`config.mk`:
```
export PLATFORM = sky130hd
export DESIGN_NAME = avr_tick_scheduler_flat
export DESIGN_NICKNAME = d
export VERILOG_FILES = /design/src/rtl/avr_sched_pkg.sv /design/src/rtl/avr_tick_scheduler_if.sv /design/src/rtl/avr_sched_rr_arb.sv /design/src/rtl/avr_tick_scheduler.sv /design/src/flat_wrapper.sv
export SDC_FILE = /design/constraint.sdc
export NUM_CORES = 1
export LEC_CHECK = 0
export CAP_MARGIN = 10
export CORE_MARGIN = 5
export CORE_UTILIZATION = 51
export DETAILED_ROUTE_END_ITERATION = 8
export MAX_ROUTING_LAYER = met4
export PLACE_DENSITY = 0.89
export SYNTH_ARGS = -nofsm -noshare
export SYNTH_HDL_FRONTEND = slang
export SYNTH_HIERARCHICAL = 1
export SYNTH_SLANG_ARGS = --single-unit
```
`constraint.sdc`:
```
create_clock -name clk -period 2.25 [get_ports clk]
set_input_delay 0.5625 -clock clk [delete_from_list [all_inputs] [get_ports clk]]
set_output_delay 0.5625 -clock clk [all_outputs]
set_load 0.02 [all_outputs]
```
`src/rtl/avr_sched_pkg.sv`:
```
// Shared types and helpers for the AVR tick scheduler: FSM states, default
// sizing constants and the round-robin index wrap.
package avr_sched_pkg;

  typedef enum logic [1:0] {
    IDLE = 2'd0,
    REQ  = 2'd1,
    WAIT = 2'd2
  } state_t;

  localparam int NUM_CORES_DEF = 4;
  localparam int DIV_W_DEF     = 8;
  localparam int TIMEOUT_DEF   = 1024;

  // Wraps idx into 0..n-1; callers never pass more than 2n-1.
  function automatic int rr_wrap(input int idx, input int n);
    return (idx >= n) ? (idx - n) : idx;
  endfunction

endpackage

```
`src/rtl/avr_tick_scheduler_if.sv`:
```
// Bridge-side tick request channel: valid/ready handshake plus a done pulse.
interface avr_tick_scheduler_if #(
  parameter int CORE_W = 2
);
  logic              br_valid;
  logic [CORE_W-1:0] br_core;
  logic              br_ready;
  logic              br_done;

  modport master (output br_valid, output br_core, input br_ready, input br_done);
  modport slave  (input br_valid, input br_core, output br_ready, output br_done);
endinterface

```
`src/rtl/avr_sched_rr_arb.sv`:
```
// Combinational round-robin pick: first set request at or after ptr, wrapping.
module avr_sched_rr_arb #(
  parameter int N = 4,
  parameter int W = 2
) (
  input  logic [N-1:0] req,
  input  logic [W-1:0] ptr,
  output logic [W-1:0] grant,
  output logic         valid
);
  logic [N-1:0] mask_s;
  logic [N-1:0] hi_s;
  logic [N-1:0] sel_s;

  // Prefer requests at or above the pointer; otherwise fall back to the lowest one.
  always_comb begin
    mask_s = {N{1'b0}};
    for (int i = 0; i < N; i++) begin
      mask_s[i] = (i >= int'(ptr));
    end
    hi_s  = req & mask_s;
    sel_s = (|hi_s) ? hi_s : req;
    valid = |req;
    grant = {W{1'b0}};
    for (int i = N - 1; i >= 0; i--) begin
      grant = sel_s[i] ? W'(i) : grant;
    end
  end
endmodule

```
`src/rtl/avr_tick_scheduler.sv`:
```
// Per-core clock dividers feeding a round-robin tick issuer for a shared bridge.
// Optional WAIT-state watchdog is compiled in with `define TICK_TIMEOUT_EN.
module avr_tick_scheduler
  import avr_sched_pkg::*;
#(
  parameter int NUM_CORES = NUM_CORES_DEF,
  parameter int DIV_W     = DIV_W_DEF,
  parameter int CORE_W    = (NUM_CORES > 1) ? $clog2(NUM_CORES) : 1,
  parameter int TIMEOUT   = TIMEOUT_DEF
) (
  input  logic                       clk,
  input  logic                       rst_n,
  input  logic                       en,
  input  logic [NUM_CORES*DIV_W-1:0] div,
  input  logic [NUM_CORES-1:0]       core_en,
  avr_tick_scheduler_if.master       br,
  output logic [NUM_CORES-1:0]       pending,
  output logic [NUM_CORES-1:0]       overrun,
  input  logic [NUM_CORES-1:0]       overrun_clr,
  output logic                       busy,
  output logic [31:0]                tick_cnt,
  output logic                       timeout_err
);
  logic [DIV_W-1:0]     cnt_r [NUM_CORES];
  logic [NUM_CORES-1:0] expire_s, clr_s, pending_r, overrun_r;
  logic                 hs_s, grant_vld_s, valid_r, busy_r;
  logic [CORE_W-1:0]    ptr_r, core_r, grant_s;
  logic [31:0]          tick_cnt_r;
  state_t               state_r;
`ifdef TICK_TIMEOUT_EN
  localparam int TO_W = $clog2(TIMEOUT + 1);
  logic [TO_W-1:0]      to_cnt_r;
  logic                 timeout_err_r;
`endif

  avr_sched_rr_arb #(.N(NUM_CORES), .W(CORE_W)) u_arb (
    .req   (pending_r),
    .ptr   (ptr_r),
    .grant (grant_s),
    .valid (grant_vld_s)
  );

  // Divider expiry and handshake clear strobes per core.
  always_comb begin
    hs_s     = valid_r && br.br_ready;
    expire_s = {NUM_CORES{1'b0}};
    clr_s    = {NUM_CORES{1'b0}};
    for (int i = 0; i < NUM_CORES; i++) begin
      expire_s[i] = en && core_en[i] && (cnt_r[i] == {DIV_W{1'b0}});
      clr_s[i]    = hs_s && (core_r == CORE_W'(i));
    end
  end

  // Per-core down counters; a new divide value is only picked up on reload.
  always_ff @(posedge clk) begin
    for (int i = 0; i < NUM_CORES; i++) begin
      if (!rst_n) begin
        cnt_r[i] <= div[i*DIV_W +: DIV_W];
      end else if (en && core_en[i]) begin
        cnt_r[i] <= expire_s[i] ? div[i*DIV_W +: DIV_W] : (cnt_r[i] - DIV_W'(1'b1));
      end else begin
        cnt_r[i] <= cnt_r[i];
      end
    end
  end

  // Expiry wins over a same-cycle clear; overrun set wins over overrun_clr.
  always_ff @(posedge clk) begin
    if (!rst_n) begin
      pending_r <= {NUM_CORES{1'b0}};
      overrun_r <= {NUM_CORES{1'b0}};
    end else begin
      pending_r <= expire_s | (pending_r & ~clr_s);
      overrun_r <= (expire_s & pending_r & ~clr_s) | (overrun_r & ~overrun_clr);
    end
  end

  // Request sequencer: IDLE picks a core, REQ holds the request, WAIT awaits done.
  always_ff @(posedge clk) begin
    if (!rst_n) begin
      state_r    <= IDLE;
      valid_r    <= 1'b0;
      core_r     <= {CORE_W{1'b0}};
      ptr_r      <= {CORE_W{1'b0}};
      busy_r     <= 1'b0;
      tick_cnt_r <= 32'd0;
`ifdef TICK_TIMEOUT_EN
      to_cnt_r      <= {TO_W{1'b0}};
      timeout_err_r <= 1'b0;
`endif
    end else begin
      case (state_r)
        IDLE: begin
          if (grant_vld_s) begin
            core_r  <= grant_s;
            valid_r <= 1'b1;
            busy_r  <= 1'b1;
            state_r <= REQ;
          end else begin
            busy_r  <= 1'b0;
          end
        end
        REQ: begin
          if (br.br_ready) begin
            valid_r <= 1'b0;
            ptr_r   <= CORE_W'(rr_wrap(int'(core_r) + 1, NUM_CORES));
            state_r <= WAIT;
`ifdef TICK_TIMEOUT_EN
            to_cnt_r <= {TO_W{1'b0}};
`endif
          end else begin
            valid_r <= 1'b1;
          end
        end
        WAIT: begin
          if (br.br_done) begin
            tick_cnt_r <= tick_cnt_r + 32'd1;
            busy_r     <= 1'b0;
            state_r    <= IDLE;
          end
`ifdef TICK_TIMEOUT_EN
          else if (to_cnt_r == TO_W'(TIMEOUT - 1)) begin
            timeout_err_r <= 1'b1;
            busy_r        <= 1'b0;
            state_r       <= IDLE;
          end else begin
            to_cnt_r <= to_cnt_r + TO_W'(1'b1);
          end
`else
          else begin
            state_r <= WAIT;
          end
`endif
        end
        default: begin
          state_r <= IDLE;
          valid_r <= 1'b0;
          busy_r  <= 1'b0;
        end
      endcase
    end
  end

  assign br.br_valid = valid_r;
  assign br.br_core  = core_r;
  assign pending     = pending_r;
  assign overrun     = overrun_r;
  assign busy        = busy_r;
  assign tick_cnt    = tick_cnt_r;
`ifdef TICK_TIMEOUT_EN
  assign timeout_err = timeout_err_r;
`else
  assign timeout_err = 1'b0;
`endif

endmodule

```
`src/flat_wrapper.sv`:
```
// flat-port wrapper written by rule: the top's interface ports become plain ports
module avr_tick_scheduler_flat import avr_sched_pkg::*;
#(
  parameter int NUM_CORES = NUM_CORES_DEF,
  parameter int DIV_W     = DIV_W_DEF,
  parameter int CORE_W    = (NUM_CORES > 1) ? $clog2(NUM_CORES) : 1,
  parameter int TIMEOUT   = TIMEOUT_DEF
)
  (clk, rst_n, en, div, core_en, pending, overrun, overrun_clr, busy, tick_cnt, timeout_err, br_br_valid, br_br_core, br_br_ready, br_br_done);
  avr_tick_scheduler_if #(.CORE_W(CORE_W)) br_i ();
  input  logic clk;
  input  logic rst_n;
  input  logic en;
  input  logic [NUM_CORES*DIV_W-1:0] div;
  input  logic [NUM_CORES-1:0] core_en;
  output logic [NUM_CORES-1:0] pending;
  output logic [NUM_CORES-1:0] overrun;
  input  logic [NUM_CORES-1:0] overrun_clr;
  output logic busy;
  output logic [31:0] tick_cnt;
  output logic timeout_err;
  output wire logic [$bits(br_i.br_valid)-1:0] br_br_valid;
  output wire logic [$bits(br_i.br_core)-1:0] br_br_core;
  input wire logic [$bits(br_i.br_ready)-1:0] br_br_ready;
  input wire logic [$bits(br_i.br_done)-1:0] br_br_done;
  assign br_br_valid = br_i.br_valid;
  assign br_br_core = br_i.br_core;
  assign br_i.br_ready = br_br_ready;
  assign br_i.br_done = br_br_done;
  avr_tick_scheduler #(.NUM_CORES(NUM_CORES), .DIV_W(DIV_W), .CORE_W(CORE_W), .TIMEOUT(TIMEOUT)) u_core (.clk(clk), .rst_n(rst_n), .en(en), .div(div), .core_en(core_en), .br(br_i), .pending(pending), .overrun(overrun), .overrun_clr(overrun_clr), .busy(busy), .tick_cnt(tick_cnt), .timeout_err(timeout_err));
endmodule
```
==> impl_metrics.csv, run 1 <==
group,metric,value,unit
logic_synthesis,ys_async_sr_fraction,0,
timing,worst_slack,0.00644,ns
setup_path,cpMaxStageDelayCell,"or4_4",
timing,min_period,2.24,ns
final_layout,synthToLayoutAreaGrowth,32.1,%
floorplan,die_area,0.0102,mm²
clock_tree,cts_root_buf,"clkbuf_8",
logic_synthesis,ys_warn_count,6,
floorplan,io_pins,90,
drt,drc_errors,0,
timing,hold_viol,0,
clock_tree,clk_pin_slew_worst_paths,0.09,ns
clock_tree,htree_levels,3,
logic_synthesis,syn-num-nets,518,
power_and_ir_drop,powerDensity,547,mW/mm²
logic_synthesis,ys_ff_latch,80,
power_and_ir_drop,peakVddDrop,0.339,mV
run,cap_violations,0,
timing,tightestPinTransition,0.680,ns
placement,routabilityCongestion,0.894,
setup_path,worstPathArrival,2.51,ns
timing,fin_crit_sh,0.997,
setup_path,cp_slowest_stage_delay,0.58,ns
setup_path,crit_family,"simple AND/OR/NAND/NOR gates",
placement,dp_hpwl,7700,µm
timing,finClkSkew,0.0149,ns
floorplan,die_x,101,µm
drt,drt-initial-drc-count,267,
drt,via_per_inst,5.65,
final_layout,diodes,0,
drt,wirelength,10500,µm
logic_synthesis,synthTopCellsByCount,"nor2_1, dfxtp_1, a21oi_1",
setup_path,crit_chain,"clkdlybuf4s50_1 -> nand4b_1 -> or4_4 -> buf_4 -> or3_1 -> a21oi_1",
logic_synthesis,postSynthCellCount,463,
setup_path,path_class,"in -> reg",
outcome,status,"complete, no violations",
clock_tree,clk_latency,0.35,ns
setup_path,cp-start-kind,"input pin",
global_route,grt_pass1_wl,17100,µm
setup_path,crit_path_end_kind,"flop",
clock_tree,cts_tree,"built",
timing,max_clock_freq,446,MHz
logic_synthesis,ys_types,55,
drt,ant_nets,0,
logic_synthesis,yosysSeqAreaShare,0.456,
timing,slew_headroom,0.542,
timing,tns,0,ns
power_and_ir_drop,p_leak,0.00191,µW
logic_synthesis,avgSynthCellArea,9.10,µm²
timing,slew_violations,0,
logic_synthesis,synth_top_cell_area_share,0.228,
clock_tree,cts_sinks,80,
setup_path,crit_buf_inv,2,
global_route,track_usage,0.212,
timing,finalSetupViolations,0,
final_layout,nFillCells,611,
floorplan,die_h,101,µm
logic_synthesis,yosys-top-cells-area,"dfxtp_1, edfxtp_1, a21oi_1",
power_and_ir_drop,report.power.total,3040,µW
logic_synthesis,synth_edf_count,32,
logic_synthesis,synth.most_common_cell,"nor2_1",
final_layout,nNetsFinal,626,
logic_synthesis,synth_top_area_cell,"dfxtp_1",
global_route,grt_pass1_vias,3734,
clock_tree,cts_made_buffers,9,
global_route,grt_max_degree,38,
drt,wl_per_cell,15.4,µm
placement,portBuffers,88,
floorplan,initial_core_util,0.518,
final_layout,final_core_util,0.684,
floorplan,rows,33,
clock_tree,cts_buffer_depth,2,
logic_synthesis,netlist_area,0.00421,mm²
global_route,grt_overflow,0,
placement,place_ws,-0.286,ns
drt,dr_total_vias,3845,
min_path,holdCritPathClass,"reg -> reg",
global_route,antenna_found_initial,0,
setup_path,critPathMaxFanout,10,
logic_synthesis,synthFlopType,"dfxtp_1",
setup_path,crit_required,2.51,ns
drt,drtPass1Iterations,4,
floorplan,core_area,0.00813,mm²
final_layout,layout-drive-gt1-share,0.0990,
setup_path,r2r_slack,0.20,ns
[final cells by class]
class	instances	area, µm²	share of cell area
inverters	27	101	0.0182
clock inverters	5	40.0	0.00720
clock buffers	11	174	0.0313
well taps	105	131	0.0236
multi-input cells	338	2110	0.379
flip-flops and latches	80	1920	0.345
repair buffers	115	1080	0.195
[per-stage QoR]
stage | cell area [µm²] | hold WS, ns | cells
CTS | 5550 | 0.500 | 680
global route | 5560 | 0.541 | 681
finish | 5560 | 0.494 | 681
floorplan | 4210 | 0.488 | 463
global placement | 5340 | 0.477 | 664
detailed placement | 5340 | 0.486 | 664
[cell usage in the layout, fill, tap and decap left out, types with 12 or more instances in the layout]
master,count
a21oi_1,46
or3_1,12
inv_1,26
o21ai_0,13
nand2_1,36
buf_4,27
nor2_1,57
xnor2_1,20
edfxtp_1,32
dfxtp_1,48
nand3_1,17
clkdlybuf4s50_1,88
[cell families (layout without fill, tap and decap cells)]
group	count (synthesis)	count (layout)	synth area share
XOR/XNOR	31	31	0.0645
multiplexers	13	13	0.0321
buffers and inverters	45	158	0.0434
AO/OA/AOI/OAI	90	90	0.129
flip-flops	80	80	0.456
other	1	1	0.000890
AND/OR/NAND/NOR	193	193	0.244
adder cells (fa/ha/maj)	10	10	0.0297
[power by group]
group	switching (µW)	internal, µW	leakage, µW
Sequential	50.8	1580	0.000703
Combinational	146	167	0.00110
Clock	555	548	0.000108
Total	752	2290	0.00191
[final timing paths]
check | startpoint | endpoint | cells after the start
worst max-delay path | br_br_done | u_core/tick_cnt[20] | 6
worst min-delay path | u_core/tick_cnt[31] | u_core/tick_cnt[31] | 2
worst min register to register | u_core/tick_cnt[31] | u_core/tick_cnt[31] | 2
worst max register to register | u_core/tick_cnt[13] | u_core/tick_cnt[23] | 4
[worst register-to-register path, cell delays in order, from the launching register on]
cell,delay [ns]
dfxtp_1,0.47
nand4_4,0.19
or4_4,0.66
or4_1,0.51
a21oi_1,0.16
[metal layers]
metal / wire length [µm] / up-vias / global-route usage / share of wire
met5: 0 / - / - / 0
met1: 4530 / 1819 / 0.254 / 0.43
met4: 146 / 0 / 0.0756 / 0.014
met2: 5290 / 112 / 0.361 / 0.50
li1: - / 1901 / - / -
met3: 511 / 13 / 0.0339 / 0.049
[flip-flops by register name, summed over array words and instances, names as in the netlist]
signal / flops
u_core/state_r: 2
u_core/overrun: 4
u_core/br.br_valid: 1
u_core/tick_cnt: 32
u_core/ptr_r: 2
u_core/cnt_r: 32
u_core/br.br_core: 2
u_core/pending: 4
u_core/busy: 1
[repair_timing]
action / 4_1_cts / 5_1_grt
gates resized for setup: 0 / 1
setup buffers: 0 / 1
hold buffers: 0 / 0
endpoints found under the setup margin: 0 / 6
Note: power is estimated with default switching activity, not from simulation.
==> run 2: changes to the inputs <==
--- a/config.mk
+++ b/config.mk
@@ -6,11 +6,10 @@
 export NUM_CORES = 1
 export LEC_CHECK = 0
 export CAP_MARGIN = 10
-export CORE_MARGIN = 5
 export CORE_UTILIZATION = 51
 export DETAILED_ROUTE_END_ITERATION = 8
 export MAX_ROUTING_LAYER = met4
-export PLACE_DENSITY = 0.89
+export PLACE_DENSITY = 0.83
 export SYNTH_ARGS = -nofsm -noshare
 export SYNTH_HDL_FRONTEND = slang
 export SYNTH_HIERARCHICAL = 1
==> constraint.sdc (replaced) <==
create_clock -name clk -period 2.25 [get_ports clk]
set_input_delay 0.5625 -clock clk [delete_from_list [all_inputs] [get_ports clk]]
set_output_delay 0.5625 -clock clk [all_outputs]
set_load 0.1 [all_outputs]
==> run 2 against run 1 <==
Net effect:
- critical path depth rose by 1
- cell count decreased by 0.44%
- critical path type unchanged
- critical endpoint is now u_core/tick_cnt[24]
- maximum frequency up 2.9%
- die area down 15%
- wire length down 5.0%
- via count is 0.91% lower
- design area decreased by 1.7%
- combinational power up 3%
- sequential share of layout area rose by 1.1 points
- register-to-register slack improved by 0.05 ns
==> impl_metrics.csv, run 2 (same netlist as run 1, synthesis figures left out) <==
group,metric,value,unit
outcome,status,"complete, no violations",
placement,place_ws,-0.336,ns
timing,rsz0062_at_grt,"false",
drt,drc_errors,0,
run,cap_violations,0,
clock_tree,cts_buffer_depth,2,
drt,ant_nets,0,
drt,wirelength,9950,µm
drt,wl_per_cell,14.7,µm
placement,dp_hpwl,7280,µm
floorplan,io_pins,90,
clock_tree,clk_latency,0.35,ns
global_route,track_usage,0.246,
timing,fin_crit_sh,0.969,
clock_tree,htree_levels,3,
final_layout,layout-drive-gt1-share,0.208,
setup_path,crit_buf_inv,3,
timing,tns,0,ns
final_layout,fin_area,0.00547,mm²
clock_tree,cts_root_buf,"clkbuf_8",
min_path,hold_end,"u_core/tick_cnt[31]",
final_layout,nNetsFinal,626,
setup_path,cp_slowest_stage_delay,0.56,ns
timing,finalSetupViolations,0,
power_and_ir_drop,p_leak,0.00201,µW
final_layout,synthToLayoutAreaGrowth,29.8,%
final_layout,diodes,0,
timing,worst_slack,0.0697,ns
setup_path,cpMaxStageDelayCell,"or4_1",
final_layout,final_common_cell,"buf_4",
setup_path,reg2reg_to,"u_core/cnt_r[1][7]",
min_path,holdPathStages,2,
timing,max_clock_freq,459,MHz
placement,placed_cell_area,0.00527,mm²
clock_tree,clk_pin_slew_worst_paths,0.08,ns
global_route,grt_max_degree,38,
setup_path,crit_family,"buffers and inverters",
drt,drtPass1Iterations,6,
drt,drt-initial-drc-count,222,
floorplan,die_area,0.00863,mm²
floorplan,die_x,92.9,µm
global_route,grt_pass1_vias,3666,
timing,slew_violations,0,
setup_path,cp-start-kind,"input pin",
drt,via_per_inst,5.62,
setup_path,crit_chain,"clkdlybuf4s50_1 -> nand4b_1 -> or4_1 -> buf_6 -> buf_12 -> o311ai_2 -> o41ai_1",
setup_path,worst_r2r_path_depth,4,
setup_path,path_class,"in -> reg",
final_layout,final_cell_mix,"buf_4, nor2_1, a21oi_1",
floorplan,rows,32,
placement,routabilityCongestion,0.840,
setup_path,crit_path_end_kind,"flop",
floorplan,die_h,92.9,µm
power_and_ir_drop,powerDensity,538,mW/mm²
setup_path,reg2reg_from,"u_core/cnt_r[1][2]",
setup_path,worstPathArrival,2.39,ns
timing,hold_viol,0,
drt,dr_total_vias,3810,
timing,hold_slack,0.495,ns
timing,finClkSkew,0.0107,ns
timing,min_period,2.18,ns
min_path,holdCritPathClass,"reg -> reg",
setup_path,r2r_slack,0.25,ns
floorplan,initial_core_util,0.537,
setup_path,crit_required,2.46,ns
clock_tree,cts_sinks,80,
placement,portBuffers,88,
power_and_ir_drop,peakVddDrop,0.302,mV
global_route,grt_overflow,0,
power_and_ir_drop,report.power.total,2940,µW
global_route,grt_pass1_wl,16600,µm
clock_tree,cts_made_buffers,9,
min_path,min-delay-start,"u_core/tick_cnt[31]",
global_route,antenna_found_initial,0,
clock_tree,ctsHoldBuffers,0,
setup_path,critPathMaxFanout,13,
clock_tree,cts_tree,"built",
floorplan,core_area,0.00785,mm²
-- run 2: cell count changes in the layout (fill, tap and decap cells not counted), moves of 2 or more --
cell / change
buf_4: +42
clkbuf_1: +2
clkdlybuf4s50_1: -44
clkinv_2: +3
dfxtp_1: -21
dfxtp_2: +21
inv_6: -3
-- run 2: layout make-up --
| class | count | area, µm² |
|---|---|---|
| multi-input cells | 338 | 2110 |
| inverters | 27 | 101 |
| clock inverters | 3 | 15.0 |
| well taps | 102 | 128 |
| fillers | 654 | 2380 |
| repair buffers | 115 | 990 |
| flip-flops and latches | 80 | 1950 |
| clock buffers | 13 | 170 |
-- run 2: repair_timing --
| item | in CTS | in global routing |
|---|---|---|
| setup buffers | 0 | 0 |
| endpoints found under the setup margin | 0 | 2 |
| resized for setup | 0 | 2 |
-- run 2: worst max-delay path by stage --
stage	startpoint	end	slack [ns]	cells after the start
floorplan	u_core/tick_cnt[21]	u_core/tick_cnt[26]	0.01	5
global placement	br_br_done	u_core/tick_cnt[18]	-0.26	6
detailed placement	br_br_done	u_core/tick_cnt[24]	-0.34	7
CTS	br_br_done	u_core/tick_cnt[24]	0.02	7
global route	br_br_done	u_core/tick_cnt[18]	0.008	6
finish	br_br_done	u_core/tick_cnt[24]	0.07	7
-- run 2: power by group --
group / switching, µW / leakage, µW / internal [µW]
Sequential: 49.8 / 0.000714 / 1580
Clock: 496 / 0.0000983 / 494
Combinational: 155 / 0.00120 / 168
Total: 701 / 0.00201 / 2240
-- run 2: routing by layer --
metal / share of wire / global-route usage / wire [µm] / up-vias
met5: 0 / - / 0 / -
met4: 0.019 / 0.0962 / 187 / 0
met3: 0.046 / 0.0320 / 459 / 16
met2: 0.49 / 0.404 / 4860 / 123
met1: 0.45 / 0.307 / 4440 / 1771
li1: - / - / - / 1900
-- run 2: worst min-delay path: cells and delay by family, from the launching register on --
kind	cells	cell delay (ns)
AND/OR/NAND/NOR	1	0.06
multiplexers	1	0.06
flip-flops	1	0.33
-- run 2: metrics by stage --
step | utilization | cells
detailed placement | 0.672 | 662
floorplan | - | 463
finish | 0.697 | 678
global placement | 0.672 | 662
CTS | 0.695 | 678
global route | 0.697 | 678
